File: src/rtl/spi_pkg.sv
// Shared types and constants for the mode-0 SPI master.
package spi_pkg;

  localparam int unsigned SPI_BITS  = 8;
  localparam int unsigned BIT_CNT_W = $clog2(SPI_BITS);

  // Mode 0 polarities
  localparam logic SCK_IDLE      = 1'b0;
  localparam logic SSEL_ACTIVE   = 1'b0;
  localparam logic SSEL_INACTIVE = 1'b1;

  typedef enum logic [2:0] {
    StIdle,
    StSetup,
    StXfer,
    StNext,
    StHold,
    StGap
  } spi_state_e;

  function automatic int unsigned max_u(input int unsigned a, input int unsigned b);
    return (a > b) ? a : b;
  endfunction

endpackage

File: src/rtl/spi_sck_gen.sv
// SCK half-period divider: emits rise/fall strobes one cycle ahead of the SCK level change.
module spi_sck_gen #(
  parameter int unsigned CLK_DIV = 4
) (
  input  logic clk,
  input  logic rst_n,
  input  logic en,
  output logic sck,
  output logic sck_rise,
  output logic sck_fall
);
  import spi_pkg::*;

  localparam int unsigned DIV_W = (CLK_DIV > 1) ? $clog2(CLK_DIV) : 1;

  logic [DIV_W-1:0] div_q;
  logic             sck_q;
  logic             wrap;

  assign wrap = en && (div_q == DIV_W'(CLK_DIV - 1));

  always_ff @(posedge clk or negedge rst_n) begin
    if (!rst_n) begin
      div_q <= '0;
      sck_q <= SCK_IDLE;
    end else if (!en) begin
      div_q <= '0;
      sck_q <= SCK_IDLE;
    end else if (wrap) begin
      div_q <= '0;
      sck_q <= ~sck_q;
    end else begin
      div_q <= div_q + 1'b1;
    end
  end

  assign sck      = sck_q;
  assign sck_rise = wrap && (sck_q == SCK_IDLE);
  assign sck_fall = wrap && (sck_q != SCK_IDLE);

endmodule

File: src/rtl/spi_master.sv
// SPI mode-0 master, MSB first, multi-byte transactions under one SSEL.
// Define SPI_MASTER_LOOPBACK_EN to feed MOSI back as the MISO source for self-test.
module spi_master #(
  parameter int unsigned CLK_DIV   = 4,
  parameter int unsigned SETUP_CYC = 8,
  parameter int unsigned GAP_CYC   = 8
) (
  input  logic       clk,
  input  logic       rst_n,
  input  logic [7:0] tx_data,
  input  logic       tx_valid,
  input  logic       tx_last,
  output logic       tx_ready,
  output logic [7:0] rx_data,
  output logic       rx_valid,
  output logic       busy,
  output logic       sck,
  output logic       mosi,
  input  logic       miso,
  output logic       ssel
);
  import spi_pkg::*;

  localparam int unsigned CNT_W = $clog2(max_u(SETUP_CYC, GAP_CYC) + 1);

  spi_state_e            state_q, state_d;
  logic [CNT_W-1:0]      cnt_q, cnt_d;
  logic [BIT_CNT_W-1:0]  bit_q, bit_d;
  logic [SPI_BITS-1:0]   tx_sr_q, tx_sr_d;
  logic [SPI_BITS-1:0]   rx_sr_q, rx_sr_d;
  logic [SPI_BITS-1:0]   rx_data_q, rx_data_d;
  logic                  rx_valid_q, rx_valid_d;
  logic                  last_q, last_d;
  logic                  ssel_q, ssel_d;
  logic                  rdy_en_q;
  logic                  miso_s1_q, miso_s2_q;
  logic                  miso_src;
  logic                  sck_en, sck_rise, sck_fall;
  logic                  accept;

`ifdef SPI_MASTER_LOOPBACK_EN
  logic unused_miso;
  assign unused_miso = miso;
  assign miso_src    = tx_sr_q[SPI_BITS-1];
`else
  assign miso_src = miso;
`endif

  assign sck_en = (state_q == StXfer);

  spi_sck_gen #(
    .CLK_DIV (CLK_DIV)
  ) u_sck_gen (
    .clk      (clk),
    .rst_n    (rst_n),
    .en       (sck_en),
    .sck      (sck),
    .sck_rise (sck_rise),
    .sck_fall (sck_fall)
  );

  // Ready is held off for one clock after reset release
  assign tx_ready = rdy_en_q && ((state_q == StIdle) || (state_q == StNext && !last_q));
  assign accept   = tx_valid && tx_ready;

  always_comb begin
    state_d    = state_q;
    cnt_d      = cnt_q;
    bit_d      = bit_q;
    tx_sr_d    = tx_sr_q;
    rx_sr_d    = rx_sr_q;
    rx_data_d  = rx_data_q;
    rx_valid_d = 1'b0;
    last_d     = last_q;
    ssel_d     = ssel_q;
    unique case (state_q)
      StIdle: begin
        if (accept) begin
          tx_sr_d = tx_data;
          last_d  = tx_last;
          ssel_d  = SSEL_ACTIVE;
          cnt_d   = '0;
          state_d = StSetup;
        end
      end
      StSetup: begin
        if (cnt_q == CNT_W'(SETUP_CYC - 1)) begin
          cnt_d   = '0;
          state_d = StXfer;
        end else begin
          cnt_d = cnt_q + 1'b1;
        end
      end
      StXfer: begin
        if (sck_rise) begin
          rx_sr_d = {rx_sr_q[SPI_BITS-2:0], miso_s2_q};
        end
        if (sck_fall) begin
          tx_sr_d = {tx_sr_q[SPI_BITS-2:0], 1'b0};
          bit_d   = bit_q + 1'b1;
          if (bit_q == BIT_CNT_W'(SPI_BITS - 1)) begin
            rx_data_d  = rx_sr_q;
            rx_valid_d = 1'b1;
            state_d    = StNext;
          end
        end
      end
      StNext: begin
        if (last_q) begin
          cnt_d   = '0;
          state_d = StHold;
        end else if (accept) begin
          tx_sr_d = tx_data;
          last_d  = tx_last;
          state_d = StXfer;
        end
      end
      StHold: begin
        if (cnt_q == CNT_W'(SETUP_CYC - 1)) begin
          cnt_d   = '0;
          ssel_d  = SSEL_INACTIVE;
          state_d = StGap;
        end else begin
          cnt_d = cnt_q + 1'b1;
        end
      end
      StGap: begin
        if (cnt_q == CNT_W'(GAP_CYC - 1)) begin
          cnt_d   = '0;
          state_d = StIdle;
        end else begin
          cnt_d = cnt_q + 1'b1;
        end
      end
      default: state_d = StIdle;
    endcase
  end

  always_ff @(posedge clk or negedge rst_n) begin
    if (!rst_n) begin
      state_q    <= StIdle;
      cnt_q      <= '0;
      bit_q      <= '0;
      tx_sr_q    <= '0;
      rx_sr_q    <= '0;
      rx_data_q  <= '0;
      rx_valid_q <= 1'b0;
      last_q     <= 1'b0;
      ssel_q     <= SSEL_INACTIVE;
      rdy_en_q   <= 1'b0;
      miso_s1_q  <= 1'b0;
      miso_s2_q  <= 1'b0;
    end else begin
      state_q    <= state_d;
      cnt_q      <= cnt_d;
      bit_q      <= bit_d;
      tx_sr_q    <= tx_sr_d;
      rx_sr_q    <= rx_sr_d;
      rx_data_q  <= rx_data_d;
      rx_valid_q <= rx_valid_d;
      last_q     <= last_d;
      ssel_q     <= ssel_d;
      rdy_en_q   <= 1'b1;
      miso_s1_q  <= miso_src;
      miso_s2_q  <= miso_s1_q;
    end
  end

  assign rx_data  = rx_data_q;
  assign rx_valid = rx_valid_q;
  assign busy     = (state_q != StIdle);
  assign mosi     = tx_sr_q[SPI_BITS-1];
  assign ssel     = ssel_q;

endmodule

File: config.mk
export PLATFORM = sky130hd
export DESIGN_NAME = spi_master
export DESIGN_NICKNAME = d
export VERILOG_FILES = /design/src/rtl/spi_pkg.sv /design/src/rtl/spi_sck_gen.sv /design/src/rtl/spi_master.sv
export SDC_FILE = /design/constraint.sdc
export NUM_CORES = 1
export LEC_CHECK = 0
export ABC_AREA = 1
export CORE_UTILIZATION = 40
export CTS_CLUSTER_DIAMETER = 120
export DETAILED_ROUTE_END_ITERATION = 8
export PLACE_DENSITY = 0.72
export SETUP_SLACK_MARGIN = 0.5
export SKIP_LAST_GASP = 1
export SYNTH_ARGS = -nofsm -noshare
export SYNTH_HDL_FRONTEND = slang
export SYNTH_SLANG_ARGS = --single-unit
export TNS_END_PERCENT = 30
File: constraint.sdc
create_clock -name clk -period 1.46 [get_ports clk]
set_input_delay 0.219 -clock clk [delete_from_list [all_inputs] [get_ports clk]]
set_output_delay 0.219 -clock clk [all_outputs]
set_load 0.01 [all_outputs]
==> metrics.txt <==
outcome=finished, violations left; violated checks=negative setup slack; slowest cell delay on critical path=0.42 ns; final hold vios=0; first-pass GRT wire length=6858 um; Synth Instances=228; Cell Area, Synth=2017 um^2; 1st-pass router iterations=4; Post-DRT Antenna Nets=0; FMAX=679.7 MHz; I/O pin count=27; GR Layer Usage met3=0.03867; syn_nets=245; max_cap viols=0; pwr/cell area=1506 nW/um^2; Max VDD drop=0.0009398 V; DRC errors left=0; synth-to-layout area growth=41.94%; dpl ws=-0.06433 ns; Chip Height=73.01 um; worst setup margin=-0.01128 ns; CTS clock-pin slew for the worst setup and hold paths=0.07 ns; # rows=25; Worst setup SP type=flop; Num CTS Buffers=5; final period demand of the worst path=1.471 ns; clock sink total=43; unrepaired setup endpoints after global routing=true; YS warnings=0; top post-synthesis cells by area=dfrtp_1, nand2_1, nand3_1, inv_1, nor2_1; CP Data Arrival Time=1.25 ns; H-tree levels=2; worst min-delay path category=flop to flop; GRT Overall Usage=0.1750; hold_ws=0.3546 ns; non-filler instance count after layout=357; vias in the first global route=1571; Max clock buf depth=2; Pins Over Slew Limit=0; placed cells=338; share of cells above drive strength 1=0.3103; Worst Path Required=1.24 ns; IO Port Bufs=26; Tcrit/Tclk final=1.008; CP Cell Sequence=nand2_2 -> nor2_1 -> nand2_1 -> a21oi_1 -> buf_2; Die ar.=5330 um^2; post-DP HPWL=2711 um; CTS root buffer=clkbuf_8; clock insertion delay at the later pin of the skew report=0.29 ns; # diodes=0; average vias per placed instance=4.742; total negative setup slack=-0.01382 ns; # setup viols final=2; asr flop ratio synth=1.000; M1 GR Usage=0.2202; total number of vias=1693; leakage=1.368 nW; Unique masters post-synth=28; part of the Yosys area used for sequential elements=0.5341; fill cell count=414; met2 GRT Util=0.2798; Core Footprint=4786 um^2; initial antenna violation count=0; GRT overflow=0; Routed WL=4253 um; pin count of the biggest net entering global routing=25; Final Skew=0.002538 ns; most common cell in the netlist=nand2_1; EDFF count, synth=0; Critical Path Slowest Stage Cell=dfrtp_1; area leader, netlist=dfrtp_1; CP max FO=3; CP Class=flop to output pin; initial core utilization=0.4214; Avg Cell Area, Syn=8.846 um^2; post-layout net count=308; Setup crit end kind=output pin; Synth top area share=0.5211; most frequent cells after synthesis=nand2_1, dfrtp_1, inv_1; global route hottest layer=met2; RD Place Congestion=0.7971; Top FF cell, synth=dfrtp_1; WL per Instance=11.91 um; Tot Pwr=4.310 mW; CTS tree=yes; starting DRC count in detailed routing=45; DIE WIDTH=73.01 um; Synth Register Bits=43
-- report_power, final --
group	switching (mW)	internal, mW	leakage, nW
clock	0.375	0.319	0.0371
sequential	0.174	1.47	0.568
combinational	1.05	0.929	0.763
-- sequential cells by signal, indices dropped and copies added, names as in the netlist --
name	flops
rx_data	8
rx_sr_q	8
tx_sr_q	8
cnt_q	4
bit_q	3
state_q	3
u_sck_gen.div_q	2
last_q	1
miso_s1_q	1
miso_s2_q	1
rdy_en_q	1
rx_valid	1
ssel	1
u_sck_gen.sck	1
-- through the flow --
step                      utilization  cell area, um^2
final                          0.5982             2863
after global routing           0.5982             2863
after CTS                      0.5650             2704
after detailed placement       0.5331             2551
after global placement         0.5331             2551
after floorplan                     -             2059
-- what timing repair did --
item	CTS	global route
pin swaps	1	7
hold buffers	1	0
setup endpoints to repair	54	78
gates cloned	2	1
buffers inserted	3	6
resized for setup	32	24
hold endpoints to repair	18	0
-- metal layers --
layer	wire, um	part of all wire
met1	1945	0.46
met2	2110	0.50
met3	105	0.025
met4	92	0.022
met5	0	0
-- cells in the final DEF, fill, tap and decap left out, types with 2 or more instances in the layout --
cell type | synthesis | layout
a21oi_1 | 7 | 4
a21oi_2 | 5 | 8
buf_12 | 0 | 3
buf_2 | 1 | 4
buf_4 | 0 | 20
buf_6 | 4 | 10
clkbuf_8 | 0 | 5
clkdlybuf4s50_1 | 0 | 21
dfrtp_1 | 42 | 42
ha_4 | 0 | 3
inv_1 | 20 | 18
inv_4 | 1 | 3
nand2_1 | 74 | 69
nand2_2 | 3 | 6
nand2_4 | 1 | 3
nand3_1 | 17 | 15
nand3_2 | 0 | 2
nand3_4 | 3 | 5
nor2_1 | 18 | 9
nor2_2 | 1 | 5
nor2_4 | 2 | 7
o21ai_0 | 10 | 8
o21ai_1 | 4 | 4
o21ai_2 | 1 | 3
o31ai_1 | 2 | 2
-- area by class of cell --
type | instances | area, um^2 | area share
Clock buffer | 6 | 72.57 | 0.02535
Sequential cell | 43 | 1077 | 0.3763
Timing Repair Buffer | 59 | 563.0 | 0.1967
Multi-Input combinational cell | 160 | 975.9 | 0.3409
Tap cell | 67 | 83.83 | 0.02928
Inverter | 22 | 90.09 | 0.03147
-- worst max-delay path: cells and delay by family (launching register included) --
family | cells | cell delay (ns)
AOI/OAI and AO/OA | 1 | 0.12
buffers and inverters | 1 | 0.14
DFF | 1 | 0.42
and+or+nand+nor | 3 | 0.26
-- cells by family after synthesis --
group           after synthesis  share of synthesized area
xor+xnor                      1                   0.004343
buf+inv                      27                    0.06699
flops                        43                     0.5341
simple gates                122                     0.2779
fa+ha+maj                     4                    0.02481
other cells                   1                   0.001859
compound gates               30                    0.08995
-- worst paths after layout --
kind                       startpoint          to  slack (ns)  cells after the start
max reg2reg                state_q[1]  rx_sr_q[4]        0.01                      9
min reg2reg                 miso_s1_q   miso_s2_q        0.35                      0
max in group asynchronous       rst_n  rx_data[7]        0.55                      3
min                         miso_s1_q   miso_s2_q        0.35                      0
max                        state_q[0]    tx_ready       -0.01                      5
min in group asynchronous       rst_n  tx_sr_q[2]        0.42                      2
No activity file was read; power rests on OpenSTA's default activity.
